[src/rtl/alu_pkg.sv]
// Shared types and helpers for the ALU unload path (serial transmitter).
package alu_pkg;

    typedef enum logic [1:0] {
        SO_IDLE,
        SO_SHIFT,
        SO_PARITY
    } so_state_t;

    // Width of a counter that must hold every value 0..n inclusive.
    function automatic int so_cnt_w(input int n);
        return $clog2(n + 1);
    endfunction

endpackage

[src/rtl/shift_out_n_bit_counter.sv]
// Beat counter with synchronous clear; clear wins over increment.
module bit_counter #(
    parameter int W = 4
) (
    input  logic         clk,
    input  logic         rst,
    input  logic         clr,
    input  logic         inc,
    output logic [W-1:0] count
);

    // Count register: reset/clear to zero, otherwise step on inc.
    always_ff @(posedge clk) begin
        if (rst) begin
            count <= '0;
        end else if (clr) begin
            count <= '0;
        end else if (inc) begin
            count <= count + W'(1);
        end
    end

endmodule

[src/rtl/shift_out_n.sv]
// Parallel-in/serial-out transmitter with valid/ready on both sides.
// Optional feature: define SHIFT_OUT_PARITY_EN to append an even-parity
// bit after the N data bits of every word.
module shift_out_n
    import alu_pkg::*;
#(
    parameter int N         = 8,
    parameter bit LSB_FIRST = 1'b1
) (
    input  logic         clk,
    input  logic         rst,
    input  logic [N-1:0] load_data,
    input  logic         load_valid,
    output logic         load_ready,
    output logic         sdo,
    output logic         sdo_valid,
    input  logic         sdo_ready,
    output logic         sdo_last,
    output logic         busy
);

    localparam int            CW       = so_cnt_w(N);
    localparam logic [CW-1:0] LAST_CNT = CW'(N - 1);

    so_state_t     state_q;
    so_state_t     state_d;
    logic [N-1:0]  shreg_q;
    logic [CW-1:0] count;
    logic          load_fire;
    logic          beat;
    logic          shift_beat;
    logic          at_last;
    logic          emit_bit;
`ifdef SHIFT_OUT_PARITY_EN
    logic          parity_q;
`endif

    assign load_fire  = load_valid && load_ready;
    assign beat       = sdo_valid && sdo_ready;
    assign shift_beat = beat && (state_q == SO_SHIFT);
    assign at_last    = (count == LAST_CNT);
    assign emit_bit   = LSB_FIRST ? shreg_q[0] : shreg_q[N-1];

    // Beat counter: restarts on every load, advances on each accepted data bit.
    // A data beat that coincides with a reload is cleared instead, so the
    // count tops out at N and never wraps.
    bit_counter #(
        .W(CW)
    ) u_bit_counter (
        .clk  (clk),
        .rst  (rst),
        .clr  (load_fire),
        .inc  (shift_beat && !load_fire),
        .count(count)
    );

    // State register.
    always_ff @(posedge clk) begin
        if (rst) begin
            state_q <= SO_IDLE;
        end else begin
            state_q <= state_d;
        end
    end

    // Shift register: capture on load, move toward the emitting end on each data beat.
    always_ff @(posedge clk) begin
        if (rst) begin
            shreg_q <= '0;
        end else if (load_fire) begin
            shreg_q <= load_data;
        end else if (shift_beat) begin
            if (LSB_FIRST) begin
                shreg_q <= {1'b0, shreg_q[N-1:1]};
            end else begin
                shreg_q <= {shreg_q[N-2:0], 1'b0};
            end
        end
    end

`ifdef SHIFT_OUT_PARITY_EN
    // Even parity of the word, latched at load and sent as the trailing bit.
    always_ff @(posedge clk) begin
        if (rst) begin
            parity_q <= 1'b0;
        end else if (load_fire) begin
            parity_q <= ^load_data;
        end
    end
`endif

    // Next-state and output decode. The final beat opens load_ready so a
    // waiting word follows with no idle cycle.
    always_comb begin
        state_d    = state_q;
        load_ready = 1'b0;
        sdo        = 1'b0;
        sdo_valid  = 1'b0;
        sdo_last   = 1'b0;
        busy       = 1'b0;
        case (state_q)
            SO_IDLE: begin
                load_ready = 1'b1;
                if (load_valid) begin
                    state_d = SO_SHIFT;
                end
            end
            SO_SHIFT: begin
                sdo_valid = 1'b1;
                busy      = 1'b1;
                sdo       = emit_bit;
`ifdef SHIFT_OUT_PARITY_EN
                if (sdo_ready && at_last) begin
                    state_d = SO_PARITY;
                end
`else
                sdo_last = at_last;
                if (sdo_ready && at_last) begin
                    load_ready = 1'b1;
                    state_d    = load_valid ? SO_SHIFT : SO_IDLE;
                end
`endif
            end
`ifdef SHIFT_OUT_PARITY_EN
            SO_PARITY: begin
                sdo_valid = 1'b1;
                busy      = 1'b1;
                sdo       = parity_q;
                sdo_last  = 1'b1;
                if (sdo_ready) begin
                    load_ready = 1'b1;
                    state_d    = load_valid ? SO_SHIFT : SO_IDLE;
                end
            end
`endif
            default: begin
                state_d = SO_IDLE;
            end
        endcase
    end

endmodule

[config.mk]
export PLATFORM = sky130hd
export DESIGN_NAME = shift_out_n
export DESIGN_NICKNAME = d
export VERILOG_FILES = /design/src/rtl/alu_pkg.sv /design/src/rtl/shift_out_n_bit_counter.sv /design/src/rtl/shift_out_n.sv
export SDC_FILE = /design/constraint.sdc
export NUM_CORES = 1
export LEC_CHECK = 0
export CAP_MARGIN = 20
export CORE_MARGIN = 4
export CORE_UTILIZATION = 40
export CTS_BUF_LIST = sky130_fd_sc_hd__clkbuf_16
export DETAILED_ROUTE_END_ITERATION = 7
export GPL_ROUTABILITY_DRIVEN = 0
export PLACE_DENSITY = 0.76
export SYNTH_ARGS = -nofsm -noshare
export SYNTH_HDL_FRONTEND = slang
export SYNTH_SLANG_ARGS = --single-unit
[constraint.sdc]
create_clock -name clk -period 3.8 [get_ports clk]
set_clock_uncertainty 0.15 [all_clocks]
set_input_delay 0.76 -clock clk [delete_from_list [all_inputs] [get_ports clk]]
set_output_delay 0.76 -clock clk [all_outputs]
set_load 0.02 [all_outputs]
==> run summary, run 1 <==
The data required time of the worst path is 2890 ps. The initial antenna violation count came out at 0. The finished cells cover 897 um2. In this run the number of H-tree levels came out at 1.

The die width is 48.7 um. The max-slew violation count came out at 0. In the layout the commonest cells are sky130_fd_sc_hd__clkdlybuf4s50_1 (16), sky130_fd_sc_hd__dfxtp_1 (13), sky130_fd_sc_hd__nand2b_1 (9).

The summed negative setup slack over all endpoints is 0 ps. The startpoint of the tightest hold check path is u_bit_counter.count[3]$_SDFFE_PP0P_. The relative contribution of combinational cells to total power came out at 0.123. The final route contains 551 vias. The number of buffers added on ports came out at 16. The net switching power figure is 83.1 uW. 0 antenna diodes ended up in the layout.

The end point of the worst hold path is u_bit_counter.count[3]$_SDFFE_PP0P_. Yosys printed 0 warnings. For the worst flop-to-flop path, the logic depth is 3. Based on the critical path, the design can be clocked at up to 0.320 GHz. The distinct cell type count after synthesis is 21. Once placement finished, the instance area stood at 818 um2. The global route total overflow came out at 0.

The worst register-to-register path has a setup slack of 1740 ps. STA classifies the critical path startpoint as a primary input. The number of iterations in the first detailed-routing pass came out at 4. The number of maximum-capacitance violations came out at 0. The routed wire length came out at 1.33 mm. In this run the worst path has a maximum fanout of 11.

The remaining design rule violation count came out at 0. Setup repair after global routing left no endpoint under its margin. The number of register bits inferred by synthesis is 13. The critical path data arrival time came out at 2210 ps. The I/O pin count is 17. STA classifies the critical path endpoint as an output port. The post-CTS setup repair buffer count is 0. The transition time at the pin with the least slew margin is 552 ps. The routed wirelength normalized by instance count is 12.9 um. For this run, the leading register cell type out of synthesis is sky130_fd_sc_hd__dfxtp_1. The clock sink count is 13.

The CTS root buffer is sky130_fd_sc_hd__clkbuf_16. The met1 track demand over resource is 0.151. The worst hold slack is 348 ps.

The number of cell rows came out at 14. For this run, global-route usage on met3 was measured as 0.0552. The first-pass GRT wire length came out at 2.35 mm. The multi-input combinational cell area is 370 um2. After clock tree synthesis, the clock-pin slew on the worst setup and hold paths is 40 ps. The run finished with clean final reports.

The worst pin sits at a relative slew slack of 0.631. The detailed router finished its first iteration with 5 violations. Setup violations remaining at the end of the flow were counted as 0. Detailed placement ended at an HPWL of 954 um.

At the end of the flow, the number of nets in the layout was 101. The number of flops mapped to enable cells by yosys is 0. For this design the static power due to leakage is 0.374 nW. The mean instance size in the synthesized netlist is 9.08 um2. After detailed routing, the number of vias per cell comes to 5.35. The fraction of power consumed by the clock network is 0.490. The total power is 394 uW. Counting along the longest clock path gives a buffer depth of 2.

The sequential cell area in the final layout is 260 um2. The TritonCTS buffer count is 3. The share of total power dissipated in sequential elements is 0.386. The number of cells produced by synthesis came out at 73. From synthesis to final layout, the design area changed by 35.3%. In this run the critical register-to-register path is launched from state_q[0]$_SDFFE_PP0P_. When the netlist entered floorplanning its net count stood at 86. The number of filler cells placed in the layout came out at 144. The core region is 1540 um2. The final cell utilization of the core is 0.582. The die covers 2370 um2. The power per standard cell area is 439 nW/um2.

The final hold violation count is 0. The clock tree from TritonCTS is done. Of the synthesized area, sequential elements account for 0.392. met2 is the most crowded layer. Once the clock tree was built, the resizer swapped 0 gates to a different size. The internal power consumption is 311 uW. The netlist area before placement came out at 663 um2. In the finished design, the share of the clock period the worst path needs comes to 0.822. The effective utilization at floorplan came out at 0.430.

The clock latency on the worst-skew pair came out at 240 ps. Hold repair after CTS inserted 0 buffers. The peak ir drop on the vdd network came out at 361 uV.

The most common cell after layout, fill and taps aside is sky130_fd_sc_hd__clkdlybuf4s50_1. The reg-to-reg critical path endpoint is u_bit_counter.count[3]$_SDFFE_PP0P_. The total global-route track usage came out at 0.127. The via count of the first global-routing pass is 520. The switching power as a share of total power came out at 0.211. Of the cells placed in the final design, the portion with a size suffix greater than 1 is 0.0575. The post-detailed-route count of antenna-violating nets is 0. By startpoint and endpoint, the worst setup path is classified as primary input to output port. Entering global routing, the biggest net connects 19 pins.

The worst hold-check path type is register to register. The proportion of register bits with asynchronous set or reset after synthesis is 0. From bottom edge to top edge, the die measures 48.7 um. For this run, global-route usage on met2 was measured as 0.183. The number of stages on the worst hold path is 2. The worst path needs 3120 ps of the cycle, external delays included.
[routing by layer]
metal / vias up / wire length, um
li1: 290 / -
met1: 240 / 631
met2: 16 / 569
met3: 5 / 92
met4: 0 / 37
met5: - / 0
[worst max path at each step]
stage              start  depth (start not counted)         end
6_report       sdo_ready                          5  load_ready
3_3_place_gp   sdo_ready                          5  load_ready
4_1_cts        sdo_ready                          5  load_ready
3_5_place_dp   sdo_ready                          5  load_ready
5_1_grt        sdo_ready                          5  load_ready
2_1_floorplan  sdo_ready                          3  load_ready
[area by class of cell]
cell class              instances  area share
clock buffers                   3      0.0837
flip-flops and latches         13       0.290
well taps                      16      0.0223
repair buffers                 17       0.187
clock inverters                 1     0.00418
multi-input cells              53       0.413
[logic make-up (layout without fill, tap and decap cells)]
group,Yosys count,after routing,share of synthesized area
AO/OA/AOI/OAI,20,20,0.192
XOR/XNOR,2,2,0.0264
adder cells (fa/ha/maj),1,1,0.0189
buffers and inverters,7,21,0.0491
flip-flops,13,13,0.392
multiplexers,8,8,0.121
AND/OR/NAND/NOR,22,22,0.200
[power by group through the flow]
stage | logic (mW) | registers (mW) | clock network, mW
after detailed placement | 0.0486 | 0.155 | 0
after global placement | 0.0478 | 0.154 | 0
final | 0.0485 | 0.152 | 0.193
after floorplan | 0.0304 | 0.153 | 0
after global routing | 0.0536 | 0.154 | 0.209
after CTS | 0.0488 | 0.152 | 0.201
[flip-flops by register name, indices dropped and copies added, names as in the netlist]
register and cells:
state_q 1, shreg_q 8, u_bit_counter.count 4
[critical path, stage by stage]
cell and delay (ps):
sky130_fd_sc_hd__clkdlybuf4s50_1 500, sky130_fd_sc_hd__nand4b_1 100, sky130_fd_sc_hd__buf_4 180, sky130_fd_sc_hd__nand2_1 70, sky130_fd_sc_hd__clkdlybuf4s50_1 600
[metrics by stage]
stage | std cells | worst slack [ps]
2_1_floorplan | 73 | 1690
3_3_place_gp | 99 | 683
3_5_place_dp | 99 | 672
4_1_cts | 103 | 669
5_1_grt | 103 | 596
6_report | 103 | 677
[cells in the mapped netlist, drive strengths merged, types with 2 or more instances]
cell type / n / share of area
nand4b: 2 / 0.026
a211oi: 8 / 0.091
nand2: 2 / 0.011
mux2i: 8 / 0.12
xor2: 2 / 0.026
dfxtp: 13 / 0.39
o21ai: 2 / 0.015
a21oi: 8 / 0.060
clkbuf: 4 / 0.023
nor3: 3 / 0.023
nand3: 2 / 0.015
buf: 3 / 0.026
nand2b: 9 / 0.085
No activity file was read; power rests on OpenSTA's default activity.
==> run 2: changes to the inputs <==
--- a/config.mk
+++ b/config.mk
@@ -11,7 +11,7 @@
 export CTS_BUF_LIST = sky130_fd_sc_hd__clkbuf_16
 export DETAILED_ROUTE_END_ITERATION = 7
 export GPL_ROUTABILITY_DRIVEN = 0
-export PLACE_DENSITY = 0.76
+export PLACE_DENSITY = 0.79
 export SYNTH_ARGS = -nofsm -noshare
 export SYNTH_HDL_FRONTEND = slang
 export SYNTH_SLANG_ARGS = --single-unit
==> constraint.sdc (replaced) <==
create_clock -name clk -period 2.7 [get_ports clk]
set_clock_uncertainty 0.15 [all_clocks]
set_input_delay 0.54 -clock clk [delete_from_list [all_inputs] [get_ports clk]]
set_output_delay 0.54 -clock clk [all_outputs]
set_load 0.02 [all_outputs]
==> run summary, run 2 (synthesized netlist as in run 1, its figures left out) <==
Once detail routing completed, the nets flagged for antenna violations numbered 0. In this run the worst hold path is classified as register to register. Counting every sink on the clock net gives 13.

The fraction of the cycle the final worst path needs is 0.943. The transition time at the pin with the least slew margin came out at 541 ps. The worst slew slack as a fraction of its limit came out at 0.636. The placement-stage worst setup slack came out at 139 ps.

The worst-path maximum fanout came out at 3. TritonCTS built the clock tree. The final hold violation count is 0. The starting DRC count in detailed routing came out at 8. The die width is 48.7 um.

The biggest cell delay along the critical path came out at 600 ps. The number of setup violations in the final report came out at 0. The placed cell area is 833 um2. The worst setup path is of the primary input to output port kind. The number of maximum-capacitance violations came out at 0.

The number of stages on the worst hold path came out at 2. The master of the slowest instance on the critical path is sky130_fd_sc_hd__clkdlybuf4s50_1. Buffers inserted to repair hold after CTS numbered 0.

Of the cells placed in the final design, the portion with a size suffix greater than 1 is 0.0787. The routed via count divided by cell count is 5.47. The relative contribution of combinational cells to total power is 0.131. The largest registers in the layout are shreg_q: 8 flops, u_bit_counter.count: 4 flops, state_q: 1 flops. The number of buffers between clock root and the deepest sink is 2. The depth of the most critical reg-to-reg path is 5. The area of the core came out at 1540 um2. The number of cell rows is 14.

Of the total power, registers draw 0.377. The routed wirelength normalized by instance count came out at 12.8 um. The peak ir drop on the vdd network came out at 465 uV. The flip-flop count of the largest register after layout came out at 8. The number of H-tree levels is 1. The launching element type of the critical path is a primary input. The time the final worst path needs with I/O delays and setup came out at 2550 ps. In the layout the commonest cells are sky130_fd_sc_hd__clkdlybuf4s50_1 (16), sky130_fd_sc_hd__dfxtp_1 (13), sky130_fd_sc_hd__nand2b_1 (9). The number of buffers added on ports is 16. From bottom edge to top edge, the die measures 48.7 um. The kind of capture point of the worst setup path is an output port. Leaving out fill and tap cells, the most frequent cell in the layout is sky130_fd_sc_hd__clkdlybuf4s50_1.

The critical path data arrival time came out at 1860 ps. The global route total overflow came out at 0. The net switching power figure is 120 uW. The final cell utilization of the core is 0.592. The data required time of the worst path is 2010 ps.

Setup repair after global routing left no endpoint under its margin. The summed negative setup slack over all endpoints is 0 ps. The TritonCTS buffer count is 3. The critical path buffer and inverter count came out at 2. The switching power as a share of total power is 0.215. The critical path runs through a total of 4 cells. The initial antenna violation count came out at 0. The via count of the first global-routing pass is 499. The worst path setup slack after routing is 153 ps. The signal on the critical path passes through clkdlybuf4s50_1 > nand4b_1 > nand2_1 > clkdlybuf4s50_1. The post-CTS setup repair buffer count is 0. The total number of vias is 574. The number of iterations in the first detailed-routing pass came out at 4. The internal power consumption came out at 440 uW.

The worst hold slack is 358 ps. The maximum number of pins on one net before global-route repair came out at 15. The maximum clock frequency is 0.393 GHz.

The number of gates resized after cts is 0. The final layout contains 103 nets. The max-slew violation count came out at 0. Detailed placement ended at an HPWL of 953 um. The routed wire length is 1.34 mm.

The count of antenna diodes in the layout came out at 0. shreg_q holds more flip-flops than any other register. The share of total power dissipated in the clock network is 0.492. Clock-pin slew was measured on the worst setup and hold paths at 40 ps.

The effective utilization at floorplan is 0.430. The first-pass GRT wire length is 2.34 mm. The dominant delay contributor by cell family on the critical path is buffers and inverters. The static leakage is 0.384 nW.

The clock latency on the worst-skew pair is 240 ps. 17 I/O pins were placed. The cell that appears most often on the critical path is sky130_fd_sc_hd__clkdlybuf4s50_1.

The run finished with clean final reports. The remaining design rule violation count came out at 0. The layout overhead on the synthesized area came out at 37.5%. The power per standard cell area is 614 nW/um2. The total die area came out at 2370 um2. In this run the clock root is driven by a sky130_fd_sc_hd__clkbuf_16. The cell area after layout is 912 um2. The total global-route track usage came out at 0.124.
run 2: worst register-to-register path, delay by kind of cell, from the launching register on:
| kind | cells | cell delay, ps |
|---|---|---|
| AOI/OAI and AO/OA | 1 | 460 |
| adders and majority gates | 1 | 200 |
| and+or+nand+nor | 2 | 230 |
| buffers and inverters | 1 | 190 |
| DFF | 1 | 360 |
run 2: cell type report:
type	count	area [um2]
flip-flops and latches	13	260
fillers	145	629
repair buffers	19	183
well taps	16	20.0
multi-input cells	53	370
clock inverters	1	3.75
clock buffers	3	75.1
run 2: metal layers:
layer	global-route usage	vias to the layer above	routed length [um]
met5	0	-	0
met4	0.0538	0	25
met3	0.0521	5	101
met2	0.180	15	606
met1	0.159	257	610
li1	-	297	-
run 2: worst paths after layout:
kind                                  startpoint                                  end  slack, ps
max                                    sdo_ready                           load_ready        150
max reg2reg  u_bit_counter.count[0]$_SDFFE_PP0P_  u_bit_counter.count[1]$_SDFFE_PP0P_        960
min reg2reg              shreg_q[7]$_SDFFE_PP0P_              shreg_q[7]$_SDFFE_PP0P_        360
min                      shreg_q[7]$_SDFFE_PP0P_              shreg_q[7]$_SDFFE_PP0P_        360
run 2: stage by stage:
| step | power [mW] | std cells |
|---|---|---|
| 2_1_floorplan | 0.257 | 73 |
| 6_report | 0.560 | 105 |
| 3_3_place_gp | 0.287 | 101 |
| 3_5_place_dp | 0.288 | 101 |
| 4_1_cts | 0.567 | 105 |
| 5_1_grt | 0.583 | 105 |
run 2: power groups by stage:
stage	combinational [mW]	clock, mW	sequential, mW
4_1_cts	0.0739	0.282	0.211
3_5_place_dp	0.0735	0	0.215
5_1_grt	0.0809	0.289	0.213
2_1_floorplan	0.0428	0	0.215
3_3_place_gp	0.0721	0	0.215
6_report	0.0732	0.276	0.211
